===== config.mk =====
export PLATFORM = sky130hd
export DESIGN_NAME = intrpt_ctrl
export DESIGN_NICKNAME = d
export VERILOG_FILES = /design/src/rtl/intrpt_ctrl_pkg.sv /design/src/rtl/intrpt_ctrl_irq_sync.sv /design/src/rtl/intrpt_ctrl.sv
export SDC_FILE = /design/constraint.sdc
export NUM_CORES = 1
export LEC_CHECK = 0
export ABC_AREA = 1
export BUFFER_PORTS_ARGS = -buffer_cell sky130_fd_sc_hd__buf_2
export CORE_MARGIN = 2
export CORE_UTILIZATION = 32
export CTS_BUF_LIST = sky130_fd_sc_hd__clkbuf_8
export CTS_CLUSTER_DIAMETER = 60
export DETAILED_ROUTE_END_ITERATION = 12
export GPL_TIMING_DRIVEN = 0
export PLACE_DENSITY_LB_ADDON = 0.08
export SYNTH_ARGS = -nofsm -noshare
export SYNTH_HDL_FRONTEND = slang
export SYNTH_HIERARCHICAL = 1
export SYNTH_SLANG_ARGS = --single-unit

===== constraint.sdc =====
create_clock -name clk -period 1.46 [get_ports clk]
set_clock_uncertainty 0.05 [all_clocks]
set_input_delay 0.365 -clock clk [delete_from_list [all_inputs] [get_ports clk]]
set_output_delay 0.365 -clock clk [all_outputs]
set_load 0.01 [all_outputs]

===== src/rtl/intrpt_ctrl_pkg.sv =====
// -----------------------------------------------------------------------------
// intrpt_ctrl_pkg
//   Shared definitions for the machine-mode interrupt sequencer.
//   - state_t      : sequencer state (IDLE / HANDLER), 2-bit encoding
//   - CSR_MIE_ADDR : CSR address that the MIE write request is muxed onto
//   - align_mtvec  : direct-mode trap vector (low two bits forced to zero)
// -----------------------------------------------------------------------------
package intrpt_ctrl_pkg;

   typedef enum logic [1:0] {
      IDLE    = 2'd0,
      HANDLER = 2'd1
   } state_t;

   // mstatus holds MIE; the top-level CSR write mux targets this address.
   localparam logic [11:0] CSR_MIE_ADDR = 12'h300;

   // Only direct mode is supported, so the mode field of mtvec is discarded.
   function automatic logic [31:0] align_mtvec(input logic [31:0] mtvec);
      return {mtvec[31:2], 2'b00};
   endfunction

endpackage


===== src/rtl/intrpt_ctrl_irq_sync.sv =====
// -----------------------------------------------------------------------------
// intrpt_ctrl_irq_sync
//   Multi-stage synchronizer for the asynchronous external interrupt line,
//   plus one extra flop for rising-edge detection.
//   Ports:
//     clk, rst  : clock, synchronous active-high reset
//     ext_irq   : asynchronous interrupt request
//     irq_s     : synchronized level (after SYNC_STAGES flops)
//     rise      : one-cycle pulse on a 0->1 transition of irq_s
// -----------------------------------------------------------------------------
module intrpt_ctrl_irq_sync #(
   parameter int SYNC_STAGES = 2
) (
   input  logic clk,
   input  logic rst,
   input  logic ext_irq,
   output logic irq_s,
   output logic rise
);

   logic [SYNC_STAGES-1:0] sync_q;
   logic                   irq_s_d;

   always_ff @(posedge clk) begin
      if (rst) begin
         sync_q  <= '0;
         irq_s_d <= 1'b0;
      end else begin
         sync_q  <= {sync_q[SYNC_STAGES-2:0], ext_irq};
         irq_s_d <= sync_q[SYNC_STAGES-1];
      end
   end

   assign irq_s = sync_q[SYNC_STAGES-1];
   assign rise  = irq_s & ~irq_s_d;

endmodule


===== src/rtl/intrpt_ctrl.sv =====
// -----------------------------------------------------------------------------
// intrpt_ctrl
//   Machine-mode interrupt sequencer. Synchronizes ext_irq, holds it pending,
//   takes a trap at an instruction boundary when MIE allows it, and handles
//   mret (return to mepc, restore MIE from the internal MPIE bit).
//   Ports:
//     clk, rst          : clock, synchronous active-high reset
//     ext_irq           : asynchronous interrupt request
//     instr_done        : instruction-boundary strobe from the control FSM
//     mret              : current instruction is mret (qualified by instr_done)
//     csr_mie           : MIE from the CSR file
//     csr_mtvec         : trap vector
//     csr_mepc          : return address
//     intrpt_taken      : trap-entry pulse to the CSR file
//     pc_redirect       : PC mux selects pc_target this cycle
//     pc_target         : redirect address
//     mie_wr_en/data    : MIE write request (goes to CSR_MIE_ADDR)
//     in_handler        : high while servicing a trap
//     state, pending    : observability of the sequencer state and pending bit
//
//   Handshake note: there is no valid/ready pair here. Every pulse output is a
//   combinational, single-cycle strobe qualified by instr_done; consumers must
//   act on it in the same cycle, and it is never held or retried.
// -----------------------------------------------------------------------------
module intrpt_ctrl
   import intrpt_ctrl_pkg::*;
#(
   parameter int SYNC_STAGES = 2,
   parameter bit EDGE_TRIG   = 1'b1
) (
   input  logic        clk,
   input  logic        rst,
   input  logic        ext_irq,
   input  logic        instr_done,
   input  logic        mret,
   input  logic        csr_mie,
   input  logic [31:0] csr_mtvec,
   input  logic [31:0] csr_mepc,
   output logic        intrpt_taken,
   output logic        pc_redirect,
   output logic [31:0] pc_target,
   output logic        mie_wr_en,
   output logic        mie_wr_data,
   output logic        in_handler,
   output logic [1:0]  state,
   output logic        pending
);

   logic   irq_s;
   logic   rise;
   logic   pending_q;
   logic   mpie_q, mpie_d;
   state_t state_q, state_d;

   intrpt_ctrl_irq_sync #(
      .SYNC_STAGES (SYNC_STAGES)
   ) u_sync (
      .clk     (clk),
      .rst     (rst),
      .ext_irq (ext_irq),
      .irq_s   (irq_s),
      .rise    (rise)
   );

   // Edge latch: a rise in the same cycle as the take wins, so a fresh edge
   // arriving while the previous one is being taken is not lost.
   always_ff @(posedge clk) begin
      if (rst) begin
         pending_q <= 1'b0;
      end else begin
         pending_q <= rise | (pending_q & ~intrpt_taken);
      end
   end

   assign pending = EDGE_TRIG ? pending_q : irq_s;

   always_ff @(posedge clk) begin
      if (rst) begin
         state_q <= IDLE;
         mpie_q  <= 1'b0;
      end else begin
         state_q <= state_d;
         mpie_q  <= mpie_d;
      end
   end

   // Outputs are forced low during reset so a trap in flight is abandoned
   // without emitting a stray redirect.
   always_comb begin
      state_d      = state_q;
      mpie_d       = mpie_q;
      intrpt_taken = 1'b0;
      pc_redirect  = 1'b0;
      pc_target    = 32'h0;
      mie_wr_en    = 1'b0;
      mie_wr_data  = 1'b0;
      if (!rst) begin
         case (state_q)
            IDLE: begin
               // mret outranks a pending interrupt in the same boundary.
               if (instr_done && mret) begin
                  pc_redirect = 1'b1;
                  pc_target   = csr_mepc;
                  mie_wr_en   = 1'b1;
                  mie_wr_data = mpie_q;
                  mpie_d      = 1'b1;
               end else if (instr_done && pending && csr_mie) begin
                  intrpt_taken = 1'b1;
                  pc_redirect  = 1'b1;
                  pc_target    = align_mtvec(csr_mtvec);
                  mpie_d       = csr_mie;
                  state_d      = HANDLER;
               end
            end
            HANDLER: begin
               // No nesting: new requests only accumulate in pending.
               if (instr_done && mret) begin
                  pc_redirect = 1'b1;
                  pc_target   = csr_mepc;
                  mie_wr_en   = 1'b1;
                  mie_wr_data = mpie_q;
                  mpie_d      = 1'b1;
                  state_d     = IDLE;
               end
            end
            default: state_d = IDLE;
         endcase
      end
   end

   assign in_handler = !rst && (state_q == HANDLER);
   assign state      = state_q;

endmodule


==> impl_metrics.json <==
{
  "core-area_mm2": 0.002477,
  "die_h_um": 55.22,
  "syn_avg_cell_area_um2": 5.997,
  "multi_input_area_um2": 524.3,
  "async_reset_ff_share_pct": 0,
  "cp_max_fo": 10,
  "r2r_slack_ns": 0.46,
  "rsz0062_at_grt": "yes",
  "yosys_warnings": 6,
  "grt_pass1_wl_um": 3967,
  "layout_commonest_cell": "buf_2",
  "max_stage_delay_ns": 0.34,
  "die_w_um": 55.22,
  "setup-violations-final": 32,
  "start_kind": "flop",
  "root_buffer": "clkbuf_8",
  "maxSlewViolCount": 0,
  "slowest_stage": "dfxtp_2",
  "syn2layout_area_growth_pct": 84.50,
  "power_density_mw_per_mm2": 436.8,
  "synth_edf_count": 0,
  "setup_tns_ns": -6.624,
  "synth_area_um2": 839.6,
  "layout_min_cycle_time_ns": 1.687,
  "via_per_inst": 4.133,
  "final_cell_mix": "buf_2 (103), inv_1 (41), nand2_1 (34)",
  "clk_path_buf_depth": 2,
  "placed_area_mm2": 0.001408,
  "track_usage_pct": 15.15,
  "ys_ff_latch": 6,
  "io_pins": 110,
  "cp_cell_sequence": "nand3_4 -> nor2_4 -> nand3_4 -> buf_6 -> o21ai_2 -> buf_2",
  "hold_class": "in -> reg",
  "maxCapViolations": 0,
  "crit_family": "flip-flops",
  "layout-drive-gt1-share_pct": 62.35,
  "worstPathArrival_ns": 1.27,
  "syn_inst": 140,
  "wl_per_cell_um": 8.674,
  "violations": "setup timing",
  "grt_start_max_net_pins": 14,
  "crit_type": "reg -> out",
  "fmax_mhz": 592.9,
  "initial_core_util_pct": 33.89,
  "synth_top_flop_cell": "dfxtp_1",
  "min_period_over_period_pct": 115.5,
  "antenna_cells": 0,
  "place.detailed.hpwl_um": 1998,
  "die_area_mm2": 0.003049,
  "seqCellArea_um2": 122.6,
  "grt_pass1_vias": 976,
  "clk_latency_ns": 0.22,
  "cts_tree": "yes",
  "synthDistinctLibCells": 18,
  "end_kind": "output pin",
  "placed_cells": 276,
  "drt-total-wl_um": 2472,
  "cp.required_ns": 1.04,
  "postRouteAntennaNets": 0,
  "nets": 327,
  "path_buf_inv": 2,
  "final.setup.worst_slack_ns": -0.2267,
  "fillers": 281,
  "drc_errors": 0,
  "ctsHtreeMaxLevel": 1,
  "hold_viol_final": 0,
  "portBuffers": 106,
  "gp_congestion": 0.7317,
  "grt_antenna_before_repair": 0,
  "leakagePower_nw": 1.010,
  "irDropWorstVdd_v": 0.0006082,
  "cts_buffers": 3,
  "clock_sinks": 6,
  "drt-pass1-iter-count": 4,
  "utilization_pct": 62.53,
  "crit_top_cell": "nand3_4",
  "syn_nets": 210,
  "vias": 1178,
  "grt-ovfl-total": 0,
  "path_clk_slew_ns": 0.04,
  "status": "complete, but fails checks",
  "final_cells": 285,
  "num_rows": 18,
  "total_power_mw": 0.6766,
  "drtIter0Drc": 37,
  "yosysSeqAreaShare_pct": 14.31,
  "design_area_mm2": 0.001549
}
repair_timing:
| action | CTS | global route |
|---|---|---|
| pin swaps | 0 | 2 |
| gates cloned | 0 | 1 |
| hold buffers | 0 | 0 |
| setup endpoints to repair | 33 | 35 |
| gates resized for setup | 8 | 10 |
| setup buffers | 3 | 3 |
through the flow:
stage	hold slack, ns	setup WS (ns)
CTS	0.3065	-0.2338
floorplan	0.3383	0.009760
global placement	0.3455	-0.3248
finish	0.3095	-0.2267
detailed placement	0.3604	-0.3264
global route	0.3291	-0.3184
report_power, final:
group,leakage (nW),switching [mW],internal (mW)
clock network,0.0216,0.0729,0.177
registers,0.0502,0.00335,0.173
logic,0.939,0.120,0.130
total,1.01,0.196,0.480
synth_stat cells (2+ instances only):
library cell / n / area (µm²)
o21ai_2: 29 / 254.0
buf_2: 4 / 20.02
dfxtp_1: 6 / 120.1
nor2_1: 10 / 37.54
inv_1: 41 / 153.9
buf_6: 3 / 33.78
nand2_1: 35 / 131.4
a21oi_1: 2 / 10.01
flip-flops by register name, summed over array words and instances (netlist names):
register / count
mpie_q: 1
pending: 1
u_sync/sync_q: 2
u_sync/irq_s_d: 1
state: 1
area by class of cell:
cell class	count	area share (%)
Tap cell	30	2.423
Sequential cell	6	7.916
Timing Repair Buffer	113	38.61
Clock buffer	3	2.666
Multi-Input combinational cell	85	33.84
Inverter	41	9.935
Buffer	7	4.604
path summary, 6_finish.rpt:
check / startpoint / to / cells after the start
setup / recovery: pending$_SDFF_PP0_ / pc_target[30] / 6
hold / removal: ext_irq / u_sync/sync_q[0]$_SDFF_PP0_ / 3
setup reg to reg: pending$_SDFF_PP0_ / state[0]$_SDFFE_PP0P_ / 4
hold reg to reg: u_sync/sync_q[0]$_SDFF_PP0_ / u_sync/sync_q[1]$_SDFF_PP0_ / 2
cells by family after synthesis:
group | count (synthesis) | share of synthesized area (%)
buffers and inverters | 49 | 25.63
other | 1 | 0.4467
AO/OA/AOI/OAI | 33 | 32.94
AND/OR/NAND/NOR | 51 | 26.68
flip-flops | 6 | 14.31
metal layers:
layer  vias up  global-route usage [%]  share of wire, %
met1       474                   17.55                39
met2        61                   26.87                49
met3         4                   4.450                11
met5         -                       0                 0
li1        639                       -                 -
met4         0                   4.181               1.4
worst min-delay path, stage by stage:
cell and delay (ns):
buf_2 0.08, inv_1 0.03, nor2_1 0.07
(Power assumes the default switching activity.)
